[src/rtl/quadrilatero_dispatcher_if.sv]
// quadrilatero_dispatcher_if: decoder-side and functional-unit-side buses of the dispatcher
interface quadrilatero_dispatcher_if #(
    parameter int N_REGS    = 8,
    parameter int MAX_READS = 3,
    parameter int ID_WIDTH  = 4
);
    localparam int RW = $clog2(N_REGS);
    logic                    in_valid;
    logic                    in_ready;
    logic                    in_legal;
    logic [ID_WIDTH-1:0]     in_id;
    logic [1:0]              in_n_reads;
    logic [MAX_READS*RW-1:0] in_read_regs;
    logic                    in_wb;
    logic [RW-1:0]           in_wb_reg;
    logic [1:0]              in_exec_unit;
    logic [1:0]              in_datatype;
    logic                    in_is_store;
    logic                    in_is_float;
    logic                    illegal;
    logic [2:0]              issue_valid;
    logic [2:0]              issue_ready;
    logic [ID_WIDTH-1:0]     issue_id;
    logic [1:0]              issue_n_reads;
    logic [MAX_READS*RW-1:0] issue_read_regs;
    logic [RW-1:0]           issue_wb_reg;
    logic [1:0]              issue_datatype;
    logic                    issue_is_store;
    logic                    issue_is_float;
    logic [2:0]              rd_rel_valid;
    logic [3*RW-1:0]         rd_rel_reg;
    logic [2:0]              wb_rel_valid;
    logic [3*RW-1:0]         wb_rel_reg;
    logic                    busy;
    // master: decoder plus functional units; slave: the dispatcher itself
    modport master (
        output in_valid, in_legal, in_id, in_n_reads, in_read_regs, in_wb, in_wb_reg,
               in_exec_unit, in_datatype, in_is_store, in_is_float, issue_ready,
               rd_rel_valid, rd_rel_reg, wb_rel_valid, wb_rel_reg,
        input  in_ready, illegal, issue_valid, issue_id, issue_n_reads, issue_read_regs,
               issue_wb_reg, issue_datatype, issue_is_store, issue_is_float, busy
    );
    modport slave (
        input  in_valid, in_legal, in_id, in_n_reads, in_read_regs, in_wb, in_wb_reg,
               in_exec_unit, in_datatype, in_is_store, in_is_float, issue_ready,
               rd_rel_valid, rd_rel_reg, wb_rel_valid, wb_rel_reg,
        output in_ready, illegal, issue_valid, issue_id, issue_n_reads, issue_read_regs,
               issue_wb_reg, issue_datatype, issue_is_store, issue_is_float, busy
    );
endinterface

[src/rtl/quadrilatero_dispatcher.sv]
// quadrilatero_dispatcher: scoreboarded single-entry issue stage for matrix instructions
module quadrilatero_dispatcher #(
    parameter int N_REGS     = 8,
    parameter int MAX_READS  = 3,
    parameter int RD_CNT_MAX = 3,
    parameter int ID_WIDTH   = 4
) (
    input logic clk_i,
    input logic rst_i,
    quadrilatero_dispatcher_if.slave bus
);
    localparam int RW = $clog2(N_REGS);
    localparam int CW = $clog2(RD_CNT_MAX + 1);
    localparam int SW = CW + 2;

    typedef enum logic {EMPTY, FULL} state_t;

    state_t                  state_q, state_d;
    logic [ID_WIDTH-1:0]     id_q;
    logic [1:0]              n_reads_q;
    logic [MAX_READS*RW-1:0] read_regs_q;
    logic [RW-1:0]           wb_reg_q;
    logic [1:0]              unit_q;
    logic [1:0]              datatype_q;
    logic                    is_store_q;
    logic                    is_float_q;
    logic                    illegal_q;
    logic [N_REGS-1:0]       pend_wr_q, pend_wr_d, wb_set, wb_clr;
    logic [CW-1:0]           rd_cnt_q [N_REGS];
    logic [CW-1:0]           rd_cnt_d [N_REGS];
    logic [1:0]              rd_inc [N_REGS];
    logic [1:0]              rd_dec [N_REGS];
    logic [SW-1:0]           rd_sum [N_REGS];
    logic [SW-1:0]           rd_net [N_REGS];
    logic                    hazard, self_read, fire, accept, load, illegal_d, sb_busy;

    assign bus.issue_valid     = (state_q == FULL) ? 3'(3'b001 << unit_q) : 3'b000;
    assign fire                = |(bus.issue_valid & bus.issue_ready);
    assign bus.in_ready        = (state_q == EMPTY || fire) && !hazard;
    assign bus.illegal         = illegal_q;
    assign bus.issue_id        = id_q;
    assign bus.issue_n_reads   = n_reads_q;
    assign bus.issue_read_regs = read_regs_q;
    assign bus.issue_wb_reg    = wb_reg_q;
    assign bus.issue_datatype  = datatype_q;
    assign bus.issue_is_store  = is_store_q;
    assign bus.issue_is_float  = is_float_q;
    assign bus.busy            = (state_q == FULL) || sb_busy;

    // Hazard check against the registered scoreboard only; same-cycle releases are not seen
    always_comb begin
        hazard    = 1'b0;
        self_read = 1'b0;
        for (int k = 0; k < MAX_READS; k++) begin
            if (2'(k) < bus.in_n_reads) begin
                if (pend_wr_q[bus.in_read_regs[k*RW +: RW]] ||
                    rd_cnt_q[bus.in_read_regs[k*RW +: RW]] == CW'(RD_CNT_MAX))
                    hazard = 1'b1;
                if (bus.in_read_regs[k*RW +: RW] == bus.in_wb_reg)
                    self_read = 1'b1;
            end
        end
        if (bus.in_wb && (pend_wr_q[bus.in_wb_reg] ||
                          (rd_cnt_q[bus.in_wb_reg] != '0 && !self_read)))
            hazard = 1'b1;
    end

    // Next-state: a legal accept fills the register, a completed transfer alone empties it
    always_comb begin
        accept    = bus.in_valid && bus.in_ready;
        load      = accept && bus.in_legal && bus.in_exec_unit != 2'd3;
        illegal_d = accept && !load;
        state_d   = load ? FULL : fire ? EMPTY : state_q;
    end

    // Scoreboard update: net of this cycle's accept increments and all FU releases
    always_comb begin
        sb_busy = 1'b0;
        for (int i = 0; i < N_REGS; i++) begin
            rd_inc[i] = 2'd0;
            rd_dec[i] = 2'd0;
            wb_clr[i] = 1'b0;
            for (int k = 0; k < MAX_READS; k++)
                if (load && 2'(k) < bus.in_n_reads && bus.in_read_regs[k*RW +: RW] == RW'(i))
                    rd_inc[i] = rd_inc[i] + 2'd1;
            for (int f = 0; f < 3; f++) begin
                if (bus.rd_rel_valid[f] && bus.rd_rel_reg[f*RW +: RW] == RW'(i))
                    rd_dec[i] = rd_dec[i] + 2'd1;
                if (bus.wb_rel_valid[f] && bus.wb_rel_reg[f*RW +: RW] == RW'(i))
                    wb_clr[i] = 1'b1;
            end
            wb_set[i]   = load && bus.in_wb && bus.in_wb_reg == RW'(i);
            rd_sum[i]   = SW'(rd_cnt_q[i]) + SW'(rd_inc[i]);
            rd_net[i]   = rd_sum[i] - SW'(rd_dec[i]);
            rd_cnt_d[i] = (rd_sum[i] <= SW'(rd_dec[i])) ? '0 :
                          (rd_net[i] > SW'(RD_CNT_MAX)) ? CW'(RD_CNT_MAX) : CW'(rd_net[i]);
            sb_busy     = sb_busy || pend_wr_q[i] || rd_cnt_q[i] != '0;
        end
        pend_wr_d = wb_set | (pend_wr_q & ~wb_clr);
    end

    // State, issue register and scoreboard registers
    always_ff @(posedge clk_i) begin
        if (rst_i) begin
            state_q     <= EMPTY;
            id_q        <= '0;
            n_reads_q   <= '0;
            read_regs_q <= '0;
            wb_reg_q    <= '0;
            unit_q      <= '0;
            datatype_q  <= '0;
            is_store_q  <= 1'b0;
            is_float_q  <= 1'b0;
            illegal_q   <= 1'b0;
            pend_wr_q   <= '0;
            for (int i = 0; i < N_REGS; i++) rd_cnt_q[i] <= '0;
        end else begin
            state_q   <= state_d;
            illegal_q <= illegal_d;
            pend_wr_q <= pend_wr_d;
            for (int i = 0; i < N_REGS; i++) rd_cnt_q[i] <= rd_cnt_d[i];
            if (load) begin
                id_q        <= bus.in_id;
                n_reads_q   <= bus.in_n_reads;
                read_regs_q <= bus.in_read_regs;
                wb_reg_q    <= bus.in_wb_reg;
                unit_q      <= bus.in_exec_unit;
                datatype_q  <= bus.in_datatype;
                is_store_q  <= bus.in_is_store;
                is_float_q  <= bus.in_is_float;
            end
        end
    end

    // Releases that find nothing outstanding are ignored in hardware but flagged here
    always_ff @(posedge clk_i) begin
        if (!rst_i)
            for (int i = 0; i < N_REGS; i++) begin
                assert (SW'(rd_dec[i]) <= rd_sum[i])
                    else $error("read release on idle register %0d", i);
                assert (!wb_clr[i] || pend_wr_q[i])
                    else $error("writeback release on clear register %0d", i);
            end
    end
endmodule

[src/flat_wrapper.sv]
// flat-port wrapper written by rule: the top's interface ports become plain ports
module quadrilatero_dispatcher_flat 
#(
    parameter int N_REGS     = 8,
    parameter int MAX_READS  = 3,
    parameter int RD_CNT_MAX = 3,
    parameter int ID_WIDTH   = 4
)
  (clk_i, rst_i, bus_in_valid, bus_in_legal, bus_in_id, bus_in_n_reads, bus_in_read_regs, bus_in_wb, bus_in_wb_reg, bus_in_exec_unit, bus_in_datatype, bus_in_is_store, bus_in_is_float, bus_issue_ready, bus_rd_rel_valid, bus_rd_rel_reg, bus_wb_rel_valid, bus_wb_rel_reg, bus_in_ready, bus_illegal, bus_issue_valid, bus_issue_id, bus_issue_n_reads, bus_issue_read_regs, bus_issue_wb_reg, bus_issue_datatype, bus_issue_is_store, bus_issue_is_float, bus_busy);
  quadrilatero_dispatcher_if #(.N_REGS(N_REGS), .MAX_READS(MAX_READS), .ID_WIDTH(ID_WIDTH)) bus_i ();
  input logic clk_i;
  input logic rst_i;
  input wire logic [$bits(bus_i.in_valid)-1:0] bus_in_valid;
  input wire logic [$bits(bus_i.in_legal)-1:0] bus_in_legal;
  input wire logic [$bits(bus_i.in_id)-1:0] bus_in_id;
  input wire logic [$bits(bus_i.in_n_reads)-1:0] bus_in_n_reads;
  input wire logic [$bits(bus_i.in_read_regs)-1:0] bus_in_read_regs;
  input wire logic [$bits(bus_i.in_wb)-1:0] bus_in_wb;
  input wire logic [$bits(bus_i.in_wb_reg)-1:0] bus_in_wb_reg;
  input wire logic [$bits(bus_i.in_exec_unit)-1:0] bus_in_exec_unit;
  input wire logic [$bits(bus_i.in_datatype)-1:0] bus_in_datatype;
  input wire logic [$bits(bus_i.in_is_store)-1:0] bus_in_is_store;
  input wire logic [$bits(bus_i.in_is_float)-1:0] bus_in_is_float;
  input wire logic [$bits(bus_i.issue_ready)-1:0] bus_issue_ready;
  input wire logic [$bits(bus_i.rd_rel_valid)-1:0] bus_rd_rel_valid;
  input wire logic [$bits(bus_i.rd_rel_reg)-1:0] bus_rd_rel_reg;
  input wire logic [$bits(bus_i.wb_rel_valid)-1:0] bus_wb_rel_valid;
  input wire logic [$bits(bus_i.wb_rel_reg)-1:0] bus_wb_rel_reg;
  output wire logic [$bits(bus_i.in_ready)-1:0] bus_in_ready;
  output wire logic [$bits(bus_i.illegal)-1:0] bus_illegal;
  output wire logic [$bits(bus_i.issue_valid)-1:0] bus_issue_valid;
  output wire logic [$bits(bus_i.issue_id)-1:0] bus_issue_id;
  output wire logic [$bits(bus_i.issue_n_reads)-1:0] bus_issue_n_reads;
  output wire logic [$bits(bus_i.issue_read_regs)-1:0] bus_issue_read_regs;
  output wire logic [$bits(bus_i.issue_wb_reg)-1:0] bus_issue_wb_reg;
  output wire logic [$bits(bus_i.issue_datatype)-1:0] bus_issue_datatype;
  output wire logic [$bits(bus_i.issue_is_store)-1:0] bus_issue_is_store;
  output wire logic [$bits(bus_i.issue_is_float)-1:0] bus_issue_is_float;
  output wire logic [$bits(bus_i.busy)-1:0] bus_busy;
  assign bus_i.in_valid = bus_in_valid;
  assign bus_i.in_legal = bus_in_legal;
  assign bus_i.in_id = bus_in_id;
  assign bus_i.in_n_reads = bus_in_n_reads;
  assign bus_i.in_read_regs = bus_in_read_regs;
  assign bus_i.in_wb = bus_in_wb;
  assign bus_i.in_wb_reg = bus_in_wb_reg;
  assign bus_i.in_exec_unit = bus_in_exec_unit;
  assign bus_i.in_datatype = bus_in_datatype;
  assign bus_i.in_is_store = bus_in_is_store;
  assign bus_i.in_is_float = bus_in_is_float;
  assign bus_i.issue_ready = bus_issue_ready;
  assign bus_i.rd_rel_valid = bus_rd_rel_valid;
  assign bus_i.rd_rel_reg = bus_rd_rel_reg;
  assign bus_i.wb_rel_valid = bus_wb_rel_valid;
  assign bus_i.wb_rel_reg = bus_wb_rel_reg;
  assign bus_in_ready = bus_i.in_ready;
  assign bus_illegal = bus_i.illegal;
  assign bus_issue_valid = bus_i.issue_valid;
  assign bus_issue_id = bus_i.issue_id;
  assign bus_issue_n_reads = bus_i.issue_n_reads;
  assign bus_issue_read_regs = bus_i.issue_read_regs;
  assign bus_issue_wb_reg = bus_i.issue_wb_reg;
  assign bus_issue_datatype = bus_i.issue_datatype;
  assign bus_issue_is_store = bus_i.issue_is_store;
  assign bus_issue_is_float = bus_i.issue_is_float;
  assign bus_busy = bus_i.busy;
  quadrilatero_dispatcher #(.N_REGS(N_REGS), .MAX_READS(MAX_READS), .RD_CNT_MAX(RD_CNT_MAX), .ID_WIDTH(ID_WIDTH)) u_core (.clk_i(clk_i), .rst_i(rst_i), .bus(bus_i));
endmodule
[config.mk]
export PLATFORM = sky130hd
export DESIGN_NAME = quadrilatero_dispatcher_flat
export DESIGN_NICKNAME = d
export VERILOG_FILES = /design/src/rtl/quadrilatero_dispatcher_if.sv /design/src/rtl/quadrilatero_dispatcher.sv /design/src/flat_wrapper.sv
export SDC_FILE = /design/constraint.sdc
export NUM_CORES = 1
export LEC_CHECK = 0
export ABC_AREA = 1
export ABC_CLOCK_PERIOD_IN_PS = 4800
export BUFFER_PORTS_ARGS = -buffer_cell sky130_fd_sc_hd__buf_2
export CAP_MARGIN = 20
export CORE_AREA = 5 5 134 136
export CTS_CLUSTER_SIZE = 8
export DETAILED_ROUTE_END_ITERATION = 16
export DIE_AREA = 0 0 139 141
export PLACE_DENSITY = 0.6
export SYNTH_ARGS = -nofsm -noshare
export SYNTH_HDL_FRONTEND = slang
export SYNTH_SLANG_ARGS = --single-unit
[constraint.sdc]
create_clock -name clk_i -period 4.8 [get_ports clk_i]
set_input_delay 0.96 -clock clk_i [delete_from_list [all_inputs] [get_ports clk_i]]
set_output_delay 0.96 -clock clk_i [all_outputs]
set_load 0.01 [all_outputs]
==> impl_metrics.yaml, run 1 <==
logic_synthesis:
  ys_seq_area_share_pct: 17.5
  synth-xor-area-share_pct: 1.38
  synth.area.mux_share_pct: 0
  synth-compound-area-share_pct: 8.77
  yosys.area_share.simple_pct: 37.9
  synth_top_family_by_area: "simple AND/OR/NAND/NOR gates"
  ys_ff_latch: 50
  synth_flop_cell: "dfxtp_1"
  synth_fp_nets: 1081
  synth_area_per_cell_sq_um: 6.04
  async_reset_ff_share_pct: 0
  syn_area_sq_mm: 0.00571
  synth_edf_count: 0
  synth_warnings: 0
  synthCells: 945
  synth.distinct_cells: 32
  synthAdderAreaFrac_pct: 19.6
die:
  die_h_microns: 141
  initial_core_util_pct: 33.9
  die_w_microns: 139
  rows: 48
  die_area_sq_mm: 0.0196
  ios: 84
  core_area_sq_mm: 0.0168
routing:
  routed_wl_microns: 16700
  drc_errors: 0
  drt_iter0_drc: 333
  vias_per_cell: 4.68
  wl_per_cell_microns: 13.0
  antenna_left: 0
  route.vias.total: 6023
  drt_first_pass_iters: 4
layout:
  drive_above_1_share_pct: 18.5
  final_cell_mix: "nand2_1, inv_1, nor2_1"
  area_growth_pct: 22.1
  largest-register: "u_core.rd_cnt_q"
  diodes: 0
  nFillCells: 1859
  layout.area.seq_sq_mm: 0.00100
  final_common_cell: "nand2_1"
  largest_register_ffs: 16
  nNetsFinal: 1197
  multiInputGateArea_sq_mm: 0.00398
run_status:
  status: "finished, final reports clean"
cts:
  cts_max_path_buffers: 2
  clock_sinks: 50
  cts.clk_slew.worst_paths_ns: 0.08
  hold_buffers: 0
  cts.htree.levels: 2
  cts_root_buf: "clkbuf_16"
  cts_tree: "built"
  cts_buffers: 5
  clock_latency_ns: 0.31
critical_path:
  slowest_stage: "fa_1"
  slowest_delay_ns: 0.52
  crit_top_cell: "inv_1"
  worstSetupPathType: "primary input to flip-flop"
  crit_fanout: 8
  endpoint_kind: "flip-flop"
  reg2reg_slack_ns: 0.69
  critPathArrivalTime_ns: 4.79
  cp.required_ns: 5.00
  cp-start-kind: "primary input"
sta:
  finalHoldViolations: 0
  fmax_mhz: 218
  min_period_ns: 4.59
  fin_crit_sh_pct: 95.6
  fin_skew_ns: 0.00785
  setup_ws_ns: 0.211
  maxSlewHeadroom_pct: 41.1
  setup_viol: 0
  tightestPinTransition_ns: 0.884
  slew_violations: 0
  whs_ns: 0.463
power_and_ir_drop:
  peakVddDrop_mv: 0.121
  power.leakage_nw: 3.76
  power_density_mw_per_mm2: 194
worst_hold_path:
  hold_class: "flip-flop to flip-flop"
global_route:
  grt_max_degree: 42
  grt_pass1_wl_microns: 27100
  busiest_layer: "met2"
  grt_pass1_vias: 5523
  antenna_found_initial: 1
  gr-usage-met3_pct: 3.32
  overflow: 0
  use_met2_pct: 29.0
  grtUsageTotal_pct: 16.9
  grt_use_met1_pct: 21.7
flow_run:
  maxCapViolations: 0
placed_design:
  hpwl_microns: 13700
  port_buffers: 83
  place_ws_ns: -0.0625
  place_congestion: 0.922
## metrics by stage
step | setup TNS, ns | std cells | power, W | util [%] | area, sq um
after CTS | 0 | 1284 | 0.00135 | 40.4 | 6800
after floorplan | 0 | 945 | 0.000796 | - | 5710
after global routing | -0.00282 | 1287 | 0.00146 | 41.4 | 6970
after detailed placement | -0.330 | 1276 | 0.000965 | 39.5 | 6640
final | 0 | 1287 | 0.00135 | 41.4 | 6970
after global placement | -0.0719 | 1276 | 0.000964 | 39.5 | 6640
## final timing paths
check | depth (start not counted) | start | end
setup / recovery | 30 | bus_in_read_regs[0] | u_core.rd_cnt_q[2][1]
hold / removal | 2 | u_core.bus.issue_id[0] | u_core.bus.issue_id[0]
setup reg to reg | 27 | u_core.pend_wr_q[6] | u_core.rd_cnt_q[2][1]
hold reg to reg | 2 | u_core.bus.issue_id[0] | u_core.bus.issue_id[0]
## Yosys cell counts (4+ instances only)
cell | instances | area share, %
nand4_1 | 4 | 0.44
a311o_1 | 8 | 1.4
nor2_2 | 7 | 0.77
nor4_1 | 5 | 0.55
fa_1 | 16 | 5.6
nor2_4 | 5 | 0.99
inv_1 | 180 | 12
o21ai_1 | 6 | 0.53
ha_1 | 64 | 14
nand3_1 | 52 | 4.6
nor2_1 | 91 | 6.0
buf_2 | 11 | 0.96
buf_4 | 8 | 1.1
o21ai_0 | 25 | 2.2
a21oi_1 | 41 | 3.6
inv_2 | 6 | 0.39
clkbuf_1 | 5 | 0.33
xor2_1 | 4 | 0.61
nand2_1 | 301 | 20
xnor2_1 | 5 | 0.77
dfxtp_1 | 50 | 18
nor3_1 | 21 | 1.8
nand3b_1 | 15 | 2.0
## final cells by class
cell class                      count  area share, %
Inverter                          186           10.1
Clock buffer                        5           1.80
Clock inverter                      3          0.413
Multi-Input combinational cell    684           57.2
Tap cell                          225           4.04
Timing Repair Buffer              134           12.1
Sequential cell                    50           14.4
## where the power goes
part / switching [W] / leakage, nW / internal [W]
combinational: 0.000297 / 3.28 / 0.000197
clock: 0.000181 / 0.0759 / 0.000199
sequential: 0.0000343 / 0.405 / 0.000441
## critical path, delay by kind of cell
| family | cells | cell delay (ns) |
|---|---|---|
| AOI/OAI and AO/OA | 2 | 0.17 |
| and+or+nand+nor | 14 | 1.50 |
| buffers and inverters | 9 | 0.75 |
| adders and majority gates | 5 | 1.39 |
## per-layer routing
layer	up-vias	share of wire, %
met5	-	0.066
met4	2	2.1
met3	26	5.1
met2	151	46
met1	2697	47
li1	3147	-
## kinds of logic (layout without fill, tap and decap cells)
group | after synthesis | count (layout)
DFF | 50 | 50
and+or+nand+nor | 507 | 507
adders and majority gates | 80 | 80
buffers and inverters | 211 | 328
AOI/OAI and AO/OA | 88 | 88
xor gates and xnor gates | 9 | 9
## what timing repair did
item | in CTS | in global routing
setup endpoints to repair | 0 | 16
buffers inserted | 0 | 3
gates resized for setup | 0 | 45
(Power assumes the default switching activity.)
==> run 2, diff against run 1 <==
--- a/config.mk
+++ b/config.mk
@@ -5,14 +5,13 @@
 export SDC_FILE = /design/constraint.sdc
 export NUM_CORES = 1
 export LEC_CHECK = 0
-export ABC_AREA = 1
 export ABC_CLOCK_PERIOD_IN_PS = 4800
 export BUFFER_PORTS_ARGS = -buffer_cell sky130_fd_sc_hd__buf_2
 export CAP_MARGIN = 20
-export CORE_AREA = 5 5 134 136
+export CORE_AREA = 5 5 129 131
 export CTS_CLUSTER_SIZE = 8
 export DETAILED_ROUTE_END_ITERATION = 16
-export DIE_AREA = 0 0 139 141
+export DIE_AREA = 0 0 134 136
 export PLACE_DENSITY = 0.6
 export SYNTH_ARGS = -nofsm -noshare
 export SYNTH_HDL_FRONTEND = slang
==> impl_metrics.yaml, run 2 <==
logic_synthesis:
  synth_area_per_cell_sq_um: 8.09
  ys_ff_latch: 50
  synth_edf_count: 0
  synth.distinct_cells: 56
  synthCells: 646
  synth_top_area_cell: "dfxtp_1"
  synth_warnings: 0
  synth_top_area_share_pct: 19.2
  syn_area_sq_mm: 0.00523
  synth_flop_cell: "dfxtp_1"
  synth_area_leaders: "dfxtp_1, ha_1, fa_1"
  yosysMostFrequentCell: "inv_1"
  async_reset_ff_share_pct: 0
  synth_fp_nets: 782
  synth_commonest_cells: "inv_1, ha_1, dfxtp_1"
  ys_seq_area_share_pct: 19.2
layout:
  final_cell_mix: "inv_1, buf_2, ha_1, buf_4, dfxtp_1"
  drive_above_1_share_pct: 27.1
  final_common_cell: "inv_1"
  nNetsFinal: 896
  largest_register_ffs: 16
  nFillCells: 1541
  fin_util_pct: 42.7
  diodes: 0
  area_growth_pct: 26.5
  largest-register: "u_core.rd_cnt_q"
  finalNonFillerCells: 953
  finish.instance_area_sq_mm: 0.00661
global_route:
  grt_pass1_vias: 4644
  antenna_found_initial: 0
  grt_max_degree: 52
  grtUsageTotal_pct: 15.4
  overflow: 0
  grt_pass1_wl_microns: 22700
power_and_ir_drop:
  power.total_w: 0.00146
  peakVddDrop_mv: 0.129
  power_density_mw_per_mm2: 220
  power.leakage_nw: 2.97
sta:
  slew_violations: 0
  fin_crit_sh_pct: 96.5
  rsz0062_at_grt: "yes"
  fin_skew_ns: 0.00901
  whs_ns: 0.472
  min_period_ns: 4.63
  setup_viol: 0
  fmax_mhz: 216
  maxSlewHeadroom_pct: 36.4
  tightestPinTransition_ns: 0.953
  finalHoldViolations: 0
die:
  die_h_microns: 136
  core_area_sq_mm: 0.0155
  initial_core_util_pct: 33.7
  die_area_sq_mm: 0.0182
  ios: 84
  rows: 46
  die_w_microns: 134
cts:
  cts.htree.levels: 2
  clock_sinks: 50
  hold_buffers: 0
  cts_root_buf: "clkbuf_16"
  clock_latency_ns: 0.31
  cts_buffers: 5
  cts.clk_slew.worst_paths_ns: 0.07
  cts_tree: "built"
  cts_max_path_buffers: 2
routing:
  drt_first_pass_iters: 4
  route.vias.total: 5038
  wl_per_cell_microns: 15.2
  drt_iter0_drc: 342
  vias_per_cell: 5.29
  antenna_left: 0
  routed_wl_microns: 14500
  drc_errors: 0
placed_design:
  hpwl_microns: 11500
  place_congestion: 0.868
  post_dp_cell_area_sq_mm: 0.00621
  place_inst: 944
  port_buffers: 83
critical_path:
  endpoint_kind: "flip-flop"
  slowest_stage: "mux4_2"
  cp.required_ns: 5.01
  critPathArrivalTime_ns: 4.84
  worstSetupPathType: "primary input to flip-flop"
  crit_fanout: 13
  cp-start-kind: "primary input"
  critical_path.cell_chain: "buf_4, mux4_2, nor2_2, nor2_2, nor4_4, o211ai_4, inv_4, nand2_8, nor3_2, ha_1, xnor2_1, ha_2, inv_1, fa_1, inv_1, fa_1, inv_1, ha_1, a22o_1, a211oi_1"
  slowest_delay_ns: 0.50
  crit_top_cell: "inv_1"
flow_run:
  maxCapViolations: 0
worst_hold_path:
  hold_class: "flip-flop to flip-flop"
run_status:
  status: "finished, final reports clean"
-- run 2: changes by cell type in the layout (fill, tap and decap cells not counted), sizes merged, moves of 12 or more --
cell	change
nand2	-278
inv	-104
nor2	-74
nand2b	+22
nand3	-22
nand4b	+12
-- run 2: final timing paths --
path / start / depth (start not counted) / slack, ns / to
min reg2reg: u_core.bus.issue_read_regs[1] / 2 / 0.47 / u_core.bus.issue_read_regs[1]
min: u_core.bus.issue_read_regs[1] / 2 / 0.47 / u_core.bus.issue_read_regs[1]
max: bus_in_wb_reg[1] / 20 / 0.17 / u_core.rd_cnt_q[4][0]
max reg2reg: u_core.rd_cnt_q[1][0] / 19 / 0.32 / u_core.rd_cnt_q[5][0]
-- run 2: power by group --
part | internal, W | leakage (nW) | switching [W]
Sequential | 0.000449 | 0.406 | 0.0000365
Clock | 0.000246 | 0.0760 | 0.000168
Combinational | 0.000247 | 2.49 | 0.000310
Total | 0.000942 | 2.97 | 0.000514
-- run 2: cells by family (layout without fill, tap and decap cells) --
| family | Yosys count | count (layout) | share of synthesized area [%] |
|---|---|---|---|
| adders and majority gates | 80 | 80 | 21.5 |
| muxes | 19 | 19 | 4.69 |
| buffers and inverters | 117 | 232 | 8.86 |
| and+or+nand+nor | 227 | 227 | 26.1 |
| DFF | 50 | 50 | 19.2 |
| xor gates and xnor gates | 25 | 25 | 4.19 |
| AOI/OAI and AO/OA | 128 | 128 | 15.6 |
-- run 2: per-stage QoR --
step / setup slack (ns) / setup TNS [ns]
after floorplan: 0.0117 / 0
after global placement: -0.191 / -2.54
after detailed placement: -0.269 / -3.04
after CTS: 0.0272 / 0
after global routing: -0.00432 / -0.00432
final: 0.170 / 0
-- run 2: final cells by class --
type	instances	area, sq um	area share (%)
clock inverters	3	45.0	0.682
well taps	192	240	3.64
multi-input cells	479	3990	60.3
flip-flops and latches	50	1000	15.1
clock buffers	5	125	1.89
inverters	82	310	4.70
repair buffers	142	901	13.6
-- run 2: what timing repair did --
item | in CTS | in global routing
gates resized for setup | 0 | 58
endpoints found under the setup margin | 0 | 16
buffers inserted | 0 | 0
-- run 2: routing by layer --
layer	vias to the layer above	part of all wire [%]	global-route usage [%]
met5	-	0	0
met4	0	2.0	4.91
met3	24	6.9	3.63
met2	150	45	24.9
met1	2335	46	20.4
li1	2529	-	-
-- run 2: critical path, delay by kind of cell --
kind                     cells  cell delay (ns)
AO/OA/AOI/OAI                3             0.58
XOR/XNOR                     1             0.19
adder cells (fa/ha/maj)      5             1.56
buffers and inverters        5             0.39
multiplexers                 1             0.50
AND/OR/NAND/NOR              5             0.64
==> run 3, diff against run 2 <==
--- a/config.mk
+++ b/config.mk
@@ -5,7 +5,7 @@
 export SDC_FILE = /design/constraint.sdc
 export NUM_CORES = 1
 export LEC_CHECK = 0
-export ABC_CLOCK_PERIOD_IN_PS = 4800
+export ABC_CLOCK_PERIOD_IN_PS = 4820
 export BUFFER_PORTS_ARGS = -buffer_cell sky130_fd_sc_hd__buf_2
 export CAP_MARGIN = 20
 export CORE_AREA = 5 5 129 131
==> constraint.sdc (replaced) <==
create_clock -name clk_i -period 4.82 [get_ports clk_i]
set_input_delay 0.964 -clock clk_i [delete_from_list [all_inputs] [get_ports clk_i]]
set_output_delay 0.964 -clock clk_i [all_outputs]
set_load 0.01 [all_outputs]
==> impl_metrics.yaml, run 3 (synthesis gave the netlist of run 2 again) <==
die:
  die_w_microns: 134
  initial_core_util_pct: 33.7
  ios: 84
  die_h_microns: 136
  core_area_sq_mm: 0.0155
  rows: 46
  die_area_sq_mm: 0.0182
power_and_ir_drop:
  power_density_mw_per_mm2: 214
  power_frac_seq_pct: 34.4
  p_switching_w: 0.000519
  clockPowerShare_pct: 26.0
  peakVddDrop_mv: 0.119
  comb_power_share_pct: 39.6
  intPower_w: 0.000888
  power.leakage_nw: 2.97
  switching_share_pct: 36.9
placed_design:
  port_buffers: 83
  hpwl_microns: 11500
  place_ws_ns: -0.329
  place_congestion: 0.886
  post_dp_cell_area_sq_mm: 0.00623
cts:
  cts.htree.levels: 2
  clock_sinks: 50
  hold_buffers: 0
  cts.clk_slew.worst_paths_ns: 0.07
  cts_max_path_buffers: 2
  cts_buffers: 5
  cts_root_buf: "clkbuf_16"
  cts_tree: "built"
  clock_latency_ns: 0.30
routing:
  route.vias.total: 5071
  drc_errors: 0
  drt_first_pass_iters: 4
  drt_iter0_drc: 235
  antenna_left: 0
  wl_per_cell_microns: 15.3
  vias_per_cell: 5.28
  routed_wl_microns: 14700
critical_path:
  regToRegStartpoint: "u_core.rd_cnt_q[2][0]"
  cp-endpoint: "u_core.rd_cnt_q[7][0]"
  worstReg2RegEnd: "u_core.rd_cnt_q[7][0]"
  worstSetupPathType: "primary input to flip-flop"
  reg2reg_slack_ns: 0.35
  crit_fanout: 6
  cp-startpoint: "bus_in_read_regs[5]"
  worstRegToRegCells: 20
  cp-start-kind: "primary input"
  endpoint_kind: "flip-flop"
  critPathArrivalTime_ns: 4.92
  cp.required_ns: 5.04
global_route:
  grt_pass1_vias: 4746
  grt_max_degree: 52
  grtUsageTotal_pct: 15.7
  antenna_found_initial: 0
  overflow: 0
  grt_pass1_wl_microns: 23600
layout:
  largest_register_ffs: 16
  diodes: 0
  drive_above_1_share_pct: 27.6
  final_cell_mix: "buf_2, inv_1, buf_4"
  multiInputGateArea_sq_mm: 0.00395
  area_growth_pct: 26.0
  nNetsFinal: 903
  finish.instance_area_sq_mm: 0.00658
  nFillCells: 1568
  largest-register: "u_core.rd_cnt_q"
  layout.area.seq_sq_mm: 0.00100
  final_common_cell: "buf_2"
sta:
  finalHoldViolations: 0
  fin_crit_sh_pct: 97.5
  fin_skew_ns: 0.0103
  setup_ws_ns: 0.119
  rsz0062_at_grt: "yes"
  maxSlewHeadroom_pct: 35.2
  slew_violations: 0
  min_period_ns: 4.70
  whs_ns: 0.474
  tightestPinTransition_ns: 0.972
  fmax_mhz: 213
  setup_viol: 0
  final.setup.tns_ns: 0
flow_run:
  maxCapViolations: 0
worst_hold_path:
  hold_class: "flip-flop to flip-flop"
run_status:
  status: "finished, final reports clean"
-- run 3: changes by cell type in the layout (fill, tap and decap cells not counted), moves of 3 or more --
| cell | delta |
|---|---|
| inv_2 | +5 |
| nor2_2 | -3 |
| inv_1 | -5 |
| buf_2 | +5 |
-- run 3: worst min-delay path by stage --
stage | from | end | slack [ns] | cells after the start
after global routing | u_core.bus.issue_datatype[1] | u_core.bus.issue_datatype[1] | 0.49 | 2
final | u_core.bus.issue_datatype[1] | u_core.bus.issue_datatype[1] | 0.47 | 2
after global placement | u_core.bus.issue_datatype[1] | u_core.bus.issue_datatype[1] | 0.46 | 2
after detailed placement | u_core.bus.issue_datatype[1] | u_core.bus.issue_datatype[1] | 0.46 | 2
after floorplan | u_core.pend_wr_q[2] | u_core.pend_wr_q[2] | 0.49 | 2
after CTS | u_core.bus.issue_datatype[1] | u_core.bus.issue_datatype[1] | 0.47 | 2
-- run 3: critical path: stages --
cell	delay [ns]
buf_2	0.18
mux4_2	0.51
mux2i_1	0.14
a21oi_1	0.09
o211ai_4	0.29
nor2_4	0.06
buf_6	0.14
and4_1	0.20
ha_1	0.30
xor2_1	0.16
ha_1	0.16
inv_1	0.05
fa_1	0.49
inv_2	0.05
fa_1	0.41
inv_1	0.06
ha_1	0.23
a22o_1	0.21
a211oi_2	0.21
-- run 3: stage by stage --
stage | util, % | power, W | cells
global placement | 40.2 | 0.00101 | 948
floorplan | - | 0.000824 | 646
CTS | 41.2 | 0.00139 | 956
detailed placement | 40.2 | 0.00101 | 948
finish | 42.5 | 0.00141 | 960
global route | 42.5 | 0.00151 | 960
-- run 3: cell type report --
class	count	area share [%]
clock buffer	5	1.90
inverter	82	4.71
multi-input combinational	479	59.9
tap	192	3.65
sequential	50	15.2
clock inverter	3	0.380
timing repair buffer	149	14.2
-- run 3: metal layers --
layer	GRT usage [%]	up-vias	share of wire [%]
met2	25.0	150	45
met3	2.59	13	6.5
li1	-	2545	-
met1	22.0	2363	47
met5	0	-	0
met4	4.11	0	1.3
-- run 3: power by group through the flow --
| stage | Sequential, W | Combinational [W] | Clock [W] |
|---|---|---|---|
| 3_5_place_dp | 0.000492 | 0.000522 | 0 |
| 5_1_grt | 0.000489 | 0.000625 | 0.000396 |
| 6_report | 0.000483 | 0.000557 | 0.000366 |
| 4_1_cts | 0.000482 | 0.000526 | 0.000378 |
| 3_3_place_gp | 0.000492 | 0.000520 | 0 |
| 2_1_floorplan | 0.000482 | 0.000342 | 0 |
-- run 3: repair_timing --
action | in CTS | in global routing
gates cloned | 0 | 1
endpoints found under the setup margin | 1 | 16
gates resized for setup | 1 | 44
buffers inserted | 0 | 3
pin swaps | 1 | 11
